--- src/rtl/mac_feeder.sv ---
// rtl/mac_feeder.sv - operand FIFO and dot-product job sequencer feeding a 16x16 signed MAC
module mac_feeder #(
    parameter int DEPTH = 4,
    parameter int LEN_W = 8
) (
    input  logic             clk,
    input  logic             reset,
    input  logic             start,
    input  logic [LEN_W-1:0] length,
    input  logic             in_valid,
    output logic             in_ready,
    input  logic [15:0]      in_a,
    input  logic [15:0]      in_b,
    output logic [2:0]       instruction,
    output logic [15:0]      multiplier,
    output logic [15:0]      multiplicand,
    output logic             stall,
    output logic             busy,
    output logic             done
);
    localparam int AW = $clog2(DEPTH);

    typedef enum logic [2:0] {IDLE, CLEAR, FIRST, ACCUM, DONE} state_t;

    state_t           state, state_nx;
    logic [15:0]      mem_a [DEPTH];
    logic [15:0]      mem_b [DEPTH];
    logic [AW-1:0]    wr_ptr, rd_ptr;
    logic [AW:0]      count;
    logic [LEN_W-1:0] len_q, len_nx, cnt, cnt_nx;
    logic [2:0]       instr_nx;
    logic [15:0]      mult_nx, mcand_nx;
    logic             stall_nx, busy_nx, done_nx;
    logic             push, pop, empty;

    assign empty    = (count == '0);
    assign in_ready = (count != (AW+1)'(DEPTH));
    assign push     = in_valid && in_ready;

    // Outputs are computed for the edge that ends the current state, then registered.
    always_comb begin
        state_nx = state;
        len_nx   = len_q;
        cnt_nx   = cnt;
        instr_nx = instruction;
        mult_nx  = multiplier;
        mcand_nx = multiplicand;
        stall_nx = stall;
        busy_nx  = busy;
        done_nx  = 1'b0;
        pop      = 1'b0;
        case (state)
            IDLE: begin
                stall_nx = 1'b1;
                busy_nx  = 1'b0;
                if (start) begin
                    len_nx   = length;
                    cnt_nx   = '0;
                    instr_nx = 3'b000;
                    stall_nx = 1'b0;
                    busy_nx  = 1'b1;
                    state_nx = CLEAR;
                end
            end
            CLEAR, FIRST, ACCUM: begin
                if (cnt == len_q) begin
                    stall_nx = 1'b1;
                    done_nx  = 1'b1;
                    state_nx = DONE;
                end else if (empty) begin
                    stall_nx = 1'b1;
                    if (state == CLEAR)
                        state_nx = FIRST;
                end else begin
                    pop      = 1'b1;
                    instr_nx = (state == ACCUM) ? 3'b010 : 3'b001;
                    mult_nx  = mem_a[rd_ptr];
                    mcand_nx = mem_b[rd_ptr];
                    stall_nx = 1'b0;
                    cnt_nx   = cnt + LEN_W'(1);
                    state_nx = ACCUM;
                end
            end
            DONE: begin
                stall_nx = 1'b1;
                busy_nx  = 1'b0;
                state_nx = IDLE;
            end
            default: state_nx = IDLE;
        endcase
    end

    always_ff @(posedge clk) begin
        if (reset) begin
            state        <= IDLE;
            wr_ptr       <= '0;
            rd_ptr       <= '0;
            count        <= '0;
            len_q        <= '0;
            cnt          <= '0;
            instruction  <= 3'b000;
            multiplier   <= '0;
            multiplicand <= '0;
            stall        <= 1'b1;
            busy         <= 1'b0;
            done         <= 1'b0;
        end else begin
            state        <= state_nx;
            len_q        <= len_nx;
            cnt          <= cnt_nx;
            instruction  <= instr_nx;
            multiplier   <= mult_nx;
            multiplicand <= mcand_nx;
            stall        <= stall_nx;
            busy         <= busy_nx;
            done         <= done_nx;
            if (push)
                wr_ptr <= wr_ptr + AW'(1);
            if (pop)
                rd_ptr <= rd_ptr + AW'(1);
            if (push && !pop)
                count <= count + (AW+1)'(1);
            else if (pop && !push)
                count <= count - (AW+1)'(1);
        end
    end

    // Storage needs no reset: pointers and count define what is valid.
    always_ff @(posedge clk) begin
        if (push) begin
            mem_a[wr_ptr] <= in_a;
            mem_b[wr_ptr] <= in_b;
        end
    end
endmodule

--- config.mk ---
export PLATFORM = sky130hd
export DESIGN_NAME = mac_feeder
export DESIGN_NICKNAME = d
export VERILOG_FILES = /design/src/rtl/mac_feeder.sv
export SDC_FILE = /design/constraint.sdc
export NUM_CORES = 1
export LEC_CHECK = 0
export ABC_AREA = 1
export BUFFER_PORTS_ARGS = -buffer_cell sky130_fd_sc_hd__buf_2
export CAP_MARGIN = 20
export CORE_MARGIN = 1
export CORE_UTILIZATION = 53
export CTS_BUF_LIST = sky130_fd_sc_hd__clkbuf_2
export CTS_CLUSTER_SIZE = 10
export DETAILED_ROUTE_END_ITERATION = 10
export GPL_TIMING_DRIVEN = 1
export HOLD_SLACK_MARGIN = 0.1
export PLACE_DENSITY_LB_ADDON = 0.05
export RECOVER_POWER = 25
export SLEW_MARGIN = 20
export SYNTH_ARGS = -nofsm -noshare
export SYNTH_HDL_FRONTEND = slang
export SYNTH_SLANG_ARGS = --single-unit
--- constraint.sdc ---
create_clock -name clk -period 7.5 [get_ports clk]
set_input_delay 0.75 -clock clk [delete_from_list [all_inputs] [get_ports clk]]
set_output_delay 0.75 -clock clk [all_outputs]
set_load 0.05 [all_outputs]
==> results list, run 1 <==
- Remaining routing DRC violations: 0
- Worst setup path start: cnt[2]$_SDFFE_PP0P_
- Total gr overflow: 0
- The share of synthesized area in the top cell type comes to 0.513.
- Area of combinational cells with multiple inputs: 0.00209 mm^2
- Proportion of layout cells with a drive suffix above 1: 0.148
- Slew Limit Headroom: 0.547
* Number of gates resized after CTS: 0
- Maximum buffer depth of the clock tree: 2
* Part of the total power dissipated in the clock network: 0.158
- Summing all flip-flop and latch instances after layout gives around 0.0051 mm^2.
- Largest cells by area after synthesis: edfxtp_1, dfxtp_1, nor2_1
- Part of the total power dissipated in combinational logic: 0.396
* Share of flip-flops with an asynchronous set or reset after synthesis: 0
- In this run the worst hold path is classified as in2reg.
- Filler instances: between 1k and 1.5k
- Synthesis inferred 191 register bits.
* Number of placed I/O pins: 83
- Across all setup checks in the final design, the least slack found is about 4.8 ns.
- Net count after synthesis: 727
- Post-DR wirelength/cell: 15.7 um
* CTS root buffer: clkbuf_2
- DRC violation total after the first TritonRoute iteration: ~330
* Wire length of the first global-routing pass: 23600 um
- Part of the power in registers: 0.446
* Period minus WS final: 2.73 ns
* Max-capacitance violation count: 0
- Setup slack of the worst register-to-register path: about 4.8 ns
- Crit path kind: reg2reg
* Clock skew after layout: ~0.04 ns
- Worst skew pair latency: about 0.76 ns
* Number of global-route vias before repair: just under 5k
* First-pass iteration count of the detailed router: 5
- The initial utilization of the core area, before any placement, comes to 0.542.
* Initial antenna violation count: 1
- Achievable Freq: 367 MHz
- Cell internal power was estimated by the tool at 1850 uW.
- Buffers inserted to repair hold after CTS numbered 0.
- The synthesized design contains about 130 enable-type register cells.
- During synthesis, Yosys emitted a total of 0 warnings.
* Post-synthesis average cell area: about 11 um^2
* Result of the run: finished, final reports clean
* Weighted congestion reported at the end of routability-driven placement: 0.797
* TritonCTS Buffers: 17
- TritonCTS built the clock tree.
- The worst setup path is launched from a flip-flop.
- The floorplan step defined a core boundary enclosing 0.0138 mm^2.
- Detailed Place HPWL: between 8000 and 9000 um
- Of the total power, the share spent switching nets is 0.429.
* Maximum fanout encountered on the critical timing path: 38
- Slew at the pin with the worst max-slew slack: 0.679 ns
- The die is 121 um tall.
* Total detailed-routing wirelength: about 15000 um
- Largest vdd supply drop: 0.217 mV
- Detail-routed via count per cell: 5.33
* Reg2reg start: cnt[2]$_SDFFE_PP0P_
- Setup repair after global routing left no endpoint under its margin.
- The biggest area contributor in the post-synthesis netlist is edfxtp_1.
- Data on the critical path arrives at its endpoint at between 3 and 4 ns.
- For this design the static power due to leakage is approximately 0.0031 uW.
- Required @ worst endpoint: 8.16 ns
- Vias after detailed routing: 5002
- Post-Synthesis Cell Area: 0.00750 mm^2
- Hold violation count in the final report: 0
- Number of buffers inserted by post-CTS setup repair: 0
* Final setup vio count: 0
* Reg2Reg Capture Point: count[2]$_SDFFE_PP0P_
- Setup crit end kind: flip-flop
- Antenna-violating nets left: 0
- Share of the cycle needed by the critical path after routing: 0.363
- Horizontal die dimension: 121 um
- Number of standard cells after synthesis: slightly below 700
- The floorplan has 43 rows.
- Dominant register cell in the synthesized netlist: edfxtp_1
- Compared with the post-synthesis result, the final layout area differs by 10.2%.
* Number of distinct standard cells referenced by the synthesized netlist: 31
- Clock-pin slew was measured on the worst setup and hold paths at 0.27 ns.
* Sequential share of the synthesized area: 0.681
* Overall Global Routing Usage: 0.215
- In this run the power spent charging and discharging nets is between 1000 and 1500 uW.
- CTS built an H-tree with a depth of 4.
- At the placement stage, the worst setup path has a slack of approximately 4.8 ns.
* Die area: 0.0146 mm^2
- Power density over the cells: 392 mW/mm^2
- IO buf count: roughly 80
* Number of clock sinks: 191
- CP Capture Point: count[2]$_SDFFE_PP0P_
- Number of nets in the final layout: about 800
- The count of pins over their slew limit came to 0.
- Entering global routing, the biggest net connects 67 pins.
- The worst register-to-register path has a depth of 12.
- Setup total negative slack on the finished layout was measured at 0 ns.
state kept, by name (all words and copies together) (netlist names):
signal and cells:
instruction 2, count 3, len_q 8, done 1
multiplicand 16, cnt 8, rd_ptr 2, wr_ptr 2
multiplier 16, mem_b 64, busy 1, mem_a 64
stall 1, state 3
layout make-up:
type	instances	area share
Antenna cell	2	0.000606
Clock buffer	19	0.0115
Clock inverter	13	0.0174
Inverter	31	0.0144
Multi-Input combinational cell	416	0.253
Sequential cell	191	0.618
Tap cell	180	0.0272
Timing Repair Buffer	87	0.0578
synth_stat cells, types with 2 or more instances:
cell,instances
a21oi_1,20
nand2_2,2
nor2_1,192
buf_4,4
inv_2,2
ha_1,6
xor2_1,3
o32ai_1,32
nand3_1,16
o21ai_0,81
edfxtp_1,128
nand2_1,41
dfxtp_1,63
clkbuf_1,14
buf_2,13
inv_1,29
nor2_2,2
buf_6,6
nor2_4,3
xnor2_1,6
nor3_1,3
per-stage QoR:
step / utilization / cell area (um^2) / cells / total power (uW) / hold WS [ns]
2_1_floorplan: - / 7500 / 676 / 2490 / 0.444
3_3_place_gp: 0.576 / 7960 / 901 / 2720 / 0.461
3_5_place_dp: 0.576 / 7960 / 901 / 2750 / 0.467
4_1_cts: 0.593 / 8200 / 933 / 3250 / 0.145
5_1_grt: 0.597 / 8260 / 937 / 3440 / 0.113
6_report: 0.598 / 8270 / 939 / 3240 / 0.180
cells by family (layout without fill, tap and decap cells):
family	Yosys count	in the layout	synth area share
XOR/XNOR	9	9	0.0105
adder cells (fa/ha/maj)	7	7	0.0127
AND/OR/NAND/NOR	264	264	0.144
flip-flops	191	191	0.681
other	1	3	0.000500
AO/OA/AOI/OAI	135	135	0.107
buffers and inverters	69	150	0.0447
critical path, cell delays in order (launching register included):
cell      delay, ns
dfxtp_1        0.50
xnor2_1        0.14
nand2_1        0.06
nor2_1         0.18
nand2_4        0.10
nand3b_4       0.43
ha_1           0.24
inv_1          0.07
fa_1           0.38
a21oi_1        0.15
o21ai_0        0.12
o21ai_0        0.16
a21oi_1        0.05
power groups by stage:
stage	logic (uW)	registers, uW	clock network (uW)
6_report	1280	1440	512
5_1_grt	1410	1470	561
4_1_cts	1280	1450	521
3_5_place_dp	1280	1470	0
3_3_place_gp	1260	1460	0
2_1_floorplan	693	1790	0
worst min path at each step:
stage	from	to	slack, ns	cells after the start
after detailed placement	len_q[5]$_SDFFE_PP0P_	len_q[5]$_SDFFE_PP0P_	0.47	2
after global routing	length[2]	len_q[2]$_SDFFE_PP0P_	0.11	3
after CTS	length[3]	len_q[3]$_SDFFE_PP0P_	0.14	3
final	length[3]	len_q[3]$_SDFFE_PP0P_	0.18	3
after global placement	instruction[1]$_SDFFE_PP0P_	instruction[1]$_SDFFE_PP0P_	0.46	2
after floorplan	len_q[1]$_SDFFE_PP0P_	len_q[1]$_SDFFE_PP0P_	0.44	2
layout by cell type (no fill, tap or decap), types with 19 or more instances in the layout:
| master | instances |
|---|---|
| edfxtp_1 | 128 |
| clkbuf_1 | 24 |
| nand2_1 | 41 |
| clkbuf_2 | 19 |
| o32ai_1 | 32 |
| o21ai_0 | 81 |
| dfxtp_1 | 61 |
| nor2_1 | 188 |
| a21oi_1 | 20 |
| buf_2 | 57 |
| inv_1 | 28 |
routing by layer:
metal,up-vias,routed length (um),GRT usage
met5,-,0,0
met4,0,183,0.0787
met1,2405,6610,0.271
met2,112,7120,0.356
li1,2470,-,-
met3,15,786,0.0597
Power figures use the tool's default switching activity.
==> inputs of run 2 (changes only) <==
clock period = 2.4 ns   (was 7.5 ns; I/O delays follow)
==> results list, run 2 (same netlist as run 1, synthesis figures left out) <==
* Result of the run: finished, final reports clean
- Core occupancy in the finished layout: 0.635 (+0.0373)
- By startpoint and endpoint, the worst setup path is classified as reg2reg.
- Slew Limit Headroom: 0.562 (+0.0147)
- The period utilization came to 0.917 (+0.554).
- The net switching share of the total power came to 0.434 (+0.00489).
* Maximum buffer depth of the clock tree: 2 (unchanged)
- The critical path data arrival time came to 2.83 ns (-0.56 ns).
- Worst hold path startpoint: in_a[3]
* Remaining routing DRC violations: 0 (unchanged)
* Number of H-tree branching levels: 4 (unchanged)
- The worst setup path is captured at a flip-flop.
* Starting density of the core: 0.542 (unchanged)
- Reg2Reg Capture Point: count[2]$_SDFFE_PP0P_
- The die footprint came to 0.0146 mm^2 (unchanged).
- The count of endpoints failing setup in the final report is 0 (unchanged).
- The worst reg-to-reg setup slack is 0.20 ns (-4.58 ns).
- The horizontal extent of the die was 121 um (unchanged).
- End point of the worst hold path: mem_a[1][3]$_DFFE_PP_
- The clock insertion delay at the later pin of the skew report was 0.74 ns (-0.02 ns).
- In this run the critical register-to-register path is launched from cnt[3]$_SDFFE_PP0P_.
- The remaining antenna violation count after routing came to 0 (unchanged).
- The initial detailed-routing violation count is 406 (+22%).
- Detail-routed via count per cell: 5.31 (-0.36%)
- The worst reg-to-reg path cell count is 12 (unchanged).
* Setup repair after global routing missed its margin: no
- Tot Pwr: 10200 uW (+210%)
- Part of the total power dissipated in combinational logic: 0.420 (+0.024)
- The clock network power share was 0.140 (-0.018).
- The placeable core region is 0.0138 mm^2 (unchanged).
* Number of global-route vias before repair: 4891 (+0.10%)
- The number of violations of the max-capacitance limit was 0 (unchanged).
* Slew at the pin with the worst max-slew slack: 0.657 ns (-0.0221 ns)
- Clock slew at the register clock pins of the worst setup and hold paths: 0.24 ns (-0.03 ns)
- Area Overhead vs Synth: 17.1%
- The leakage dissipation was 0.00333 uW (+7.4%).
- The root buffer cell chosen for the clock tree is clkbuf_2.
- TritonCTS built the clock tree.
* Largest vdd supply drop: 0.718 mV (+230%)
- Number of gates resized after CTS: 0 (unchanged)
- The share of total power in sequential cells came to 0.440 (-0.006).
- The hold violation count in the final report is 0 (unchanged).
- The worst setup timing slack at the placement stage is 0.278 ns (-4.55 ns).
- The library cells used most frequently in the layout, excluding fill and tap cells, are nor2_1, edfxtp_1, o21ai_0, dfxtp_1, buf_2.
* Internal Power: 5750 uW (+210%)
* Aggregate negative setup slack: 0 ns (unchanged)
- Number of nets in the final layout: 854 (+7.4%)
- The critical path data required time is 3.03 ns (-5.13 ns).
* Proportion of layout cells with a drive suffix above 1: 0.148 (+0.000332)
* Leading registers by flop count: mem_a (64), mem_b (64)
* Class of the tightest hold or removal check: in2reg
- Worst hold path cell count: 2 (-1)
- The count of filler cells inserted in the layout came to 1136 (-5.8%).
- Maximum fanout encountered on the critical timing path: 5 (-87%)
- The library cell used most frequently in the layout, excluding fill and tap cells, is nor2_1.
- Number of buffers inserted by post-CTS setup repair: 0 (unchanged)
* Area after detailed placement: 0.00812 mm^2 (+2.0%)
- Final worst-path setup slack: 0.199 ns (-4.58 ns)
- Vias after detailed routing: 5292 (+5.8%)
- Element type at the critical path start: flip-flop
- The maximum number of pins on one net before global-route repair was 66 (-1.5%).
- The total power per unit cell area is 1160 mW/mm^2 (+200%).
* Switching power total: 4410 uW (+220%)
- The count of pins over their slew limit is 0 (unchanged).
- The total grt overflow is 0 (unchanged).
- The initial antenna violation count is 1 (unchanged).
- The CTS buffer count came to 17 (unchanged).
- Period minus WS final: 2.20 ns (-0.525 ns)
- Cell row count: 43 (unchanged)
- Clock skew after layout: 0.0345 ns (-0.00565 ns)
- Overall Global Routing Usage: 0.221 (+0.00572)
* Die Span Y: 121 um (unchanged)
- The routed length per instance came to 15.3 um (-2.1%).
- The count of TritonRoute iterations in the first routing pass was 5 (unchanged).
- The total I/O pin count is 83 (unchanged).
- The wire length of the first global-routing pass is 24500 um (+3.5%).
- The final weighted congestion of routability-driven global placement came to 0.832 (+4.3%).
- Achievable Freq: 454 MHz (+24%)
- The final non-filler cell area was 0.00878 mm^2 (+6.2%).
- Total detailed-routing wirelength: 15300 um (+4.0%)
- Detailed Place HPWL: 9140 um (+9.6%)
- IO buf count: 81 (unchanged)
- Number of clock sinks: 191 (unchanged)
run 2: worst max-delay path, cell delays in order, from the launching register on:
cell      delay (ns)
dfxtp_1         0.47
xnor2_1         0.16
nand2_1         0.07
nor2_1          0.17
nand2_4         0.10
nand3b_4        0.08
ha_1            0.14
inv_1           0.06
fa_1            0.38
a21oi_1         0.15
o21ai_0         0.11
o21ai_0         0.16
a21oi_1         0.05
run 2: worst max path at each step:
stage	start	to	depth (start not counted)
after floorplan	count[1]$_SDFFE_PP0P_	mem_a[0][0]$_DFFE_PP_	4
after global placement	cnt[2]$_SDFFE_PP0P_	count[2]$_SDFFE_PP0P_	12
after detailed placement	cnt[2]$_SDFFE_PP0P_	count[2]$_SDFFE_PP0P_	12
after CTS	cnt[0]$_SDFFE_PP0P_	count[2]$_SDFFE_PP0P_	12
after global routing	cnt[2]$_SDFFE_PP0P_	count[2]$_SDFFE_PP0P_	12
final	cnt[3]$_SDFFE_PP0P_	count[2]$_SDFFE_PP0P_	12
run 2: stage by stage:
step / std cells / hold slack, ns
3_5_place_dp: 916 / 0.459
6_report: 997 / 0.283
5_1_grt: 997 / 0.205
3_3_place_gp: 916 / 0.449
2_1_floorplan: 676 / 0.339
4_1_cts: 996 / 0.162
run 2: per-layer routing:
| layer | share of wire | GRT usage | vias up |
|---|---|---|---|
| met3 | 0.050 | 0.0461 | 14 |
| li1 | - | - | 2594 |
| met2 | 0.48 | 0.354 | 137 |
| met4 | 0.011 | 0.0787 | 0 |
| met1 | 0.46 | 0.299 | 2547 |
| met5 | 0 | 0 | - |
run 2: power groups by stage:
stage | registers, uW | logic (uW) | clock network (uW)
2_1_floorplan | 5600 | 2170 | 0
3_3_place_gp | 4530 | 4160 | 0
3_5_place_dp | 4550 | 4200 | 0
4_1_cts | 4480 | 4300 | 1470
5_1_grt | 4550 | 4660 | 1590
6_report | 4480 | 4270 | 1420
run 2: cell type report:
| type | instances | area (um^2) | area share |
|---|---|---|---|
| sequential | 191 | 5110 | 0.582 |
| multi-input combinational | 416 | 2090 | 0.238 |
| timing repair buffer | 146 | 1030 | 0.117 |
| tap | 180 | 225 | 0.0256 |
| inverter | 31 | 116 | 0.0133 |
| clock inverter | 13 | 115 | 0.0131 |
| clock buffer | 19 | 95.1 | 0.0108 |
| antenna | 1 | 2.50 | 0.000285 |
run 2: repair_timing:
| action | 4_1_cts | 5_1_grt |
|---|---|---|
| hold endpoints to repair | 154 | 0 |
| endpoints found under the setup margin | 0 | 0 |
| hold buffers | 48 | 0 |
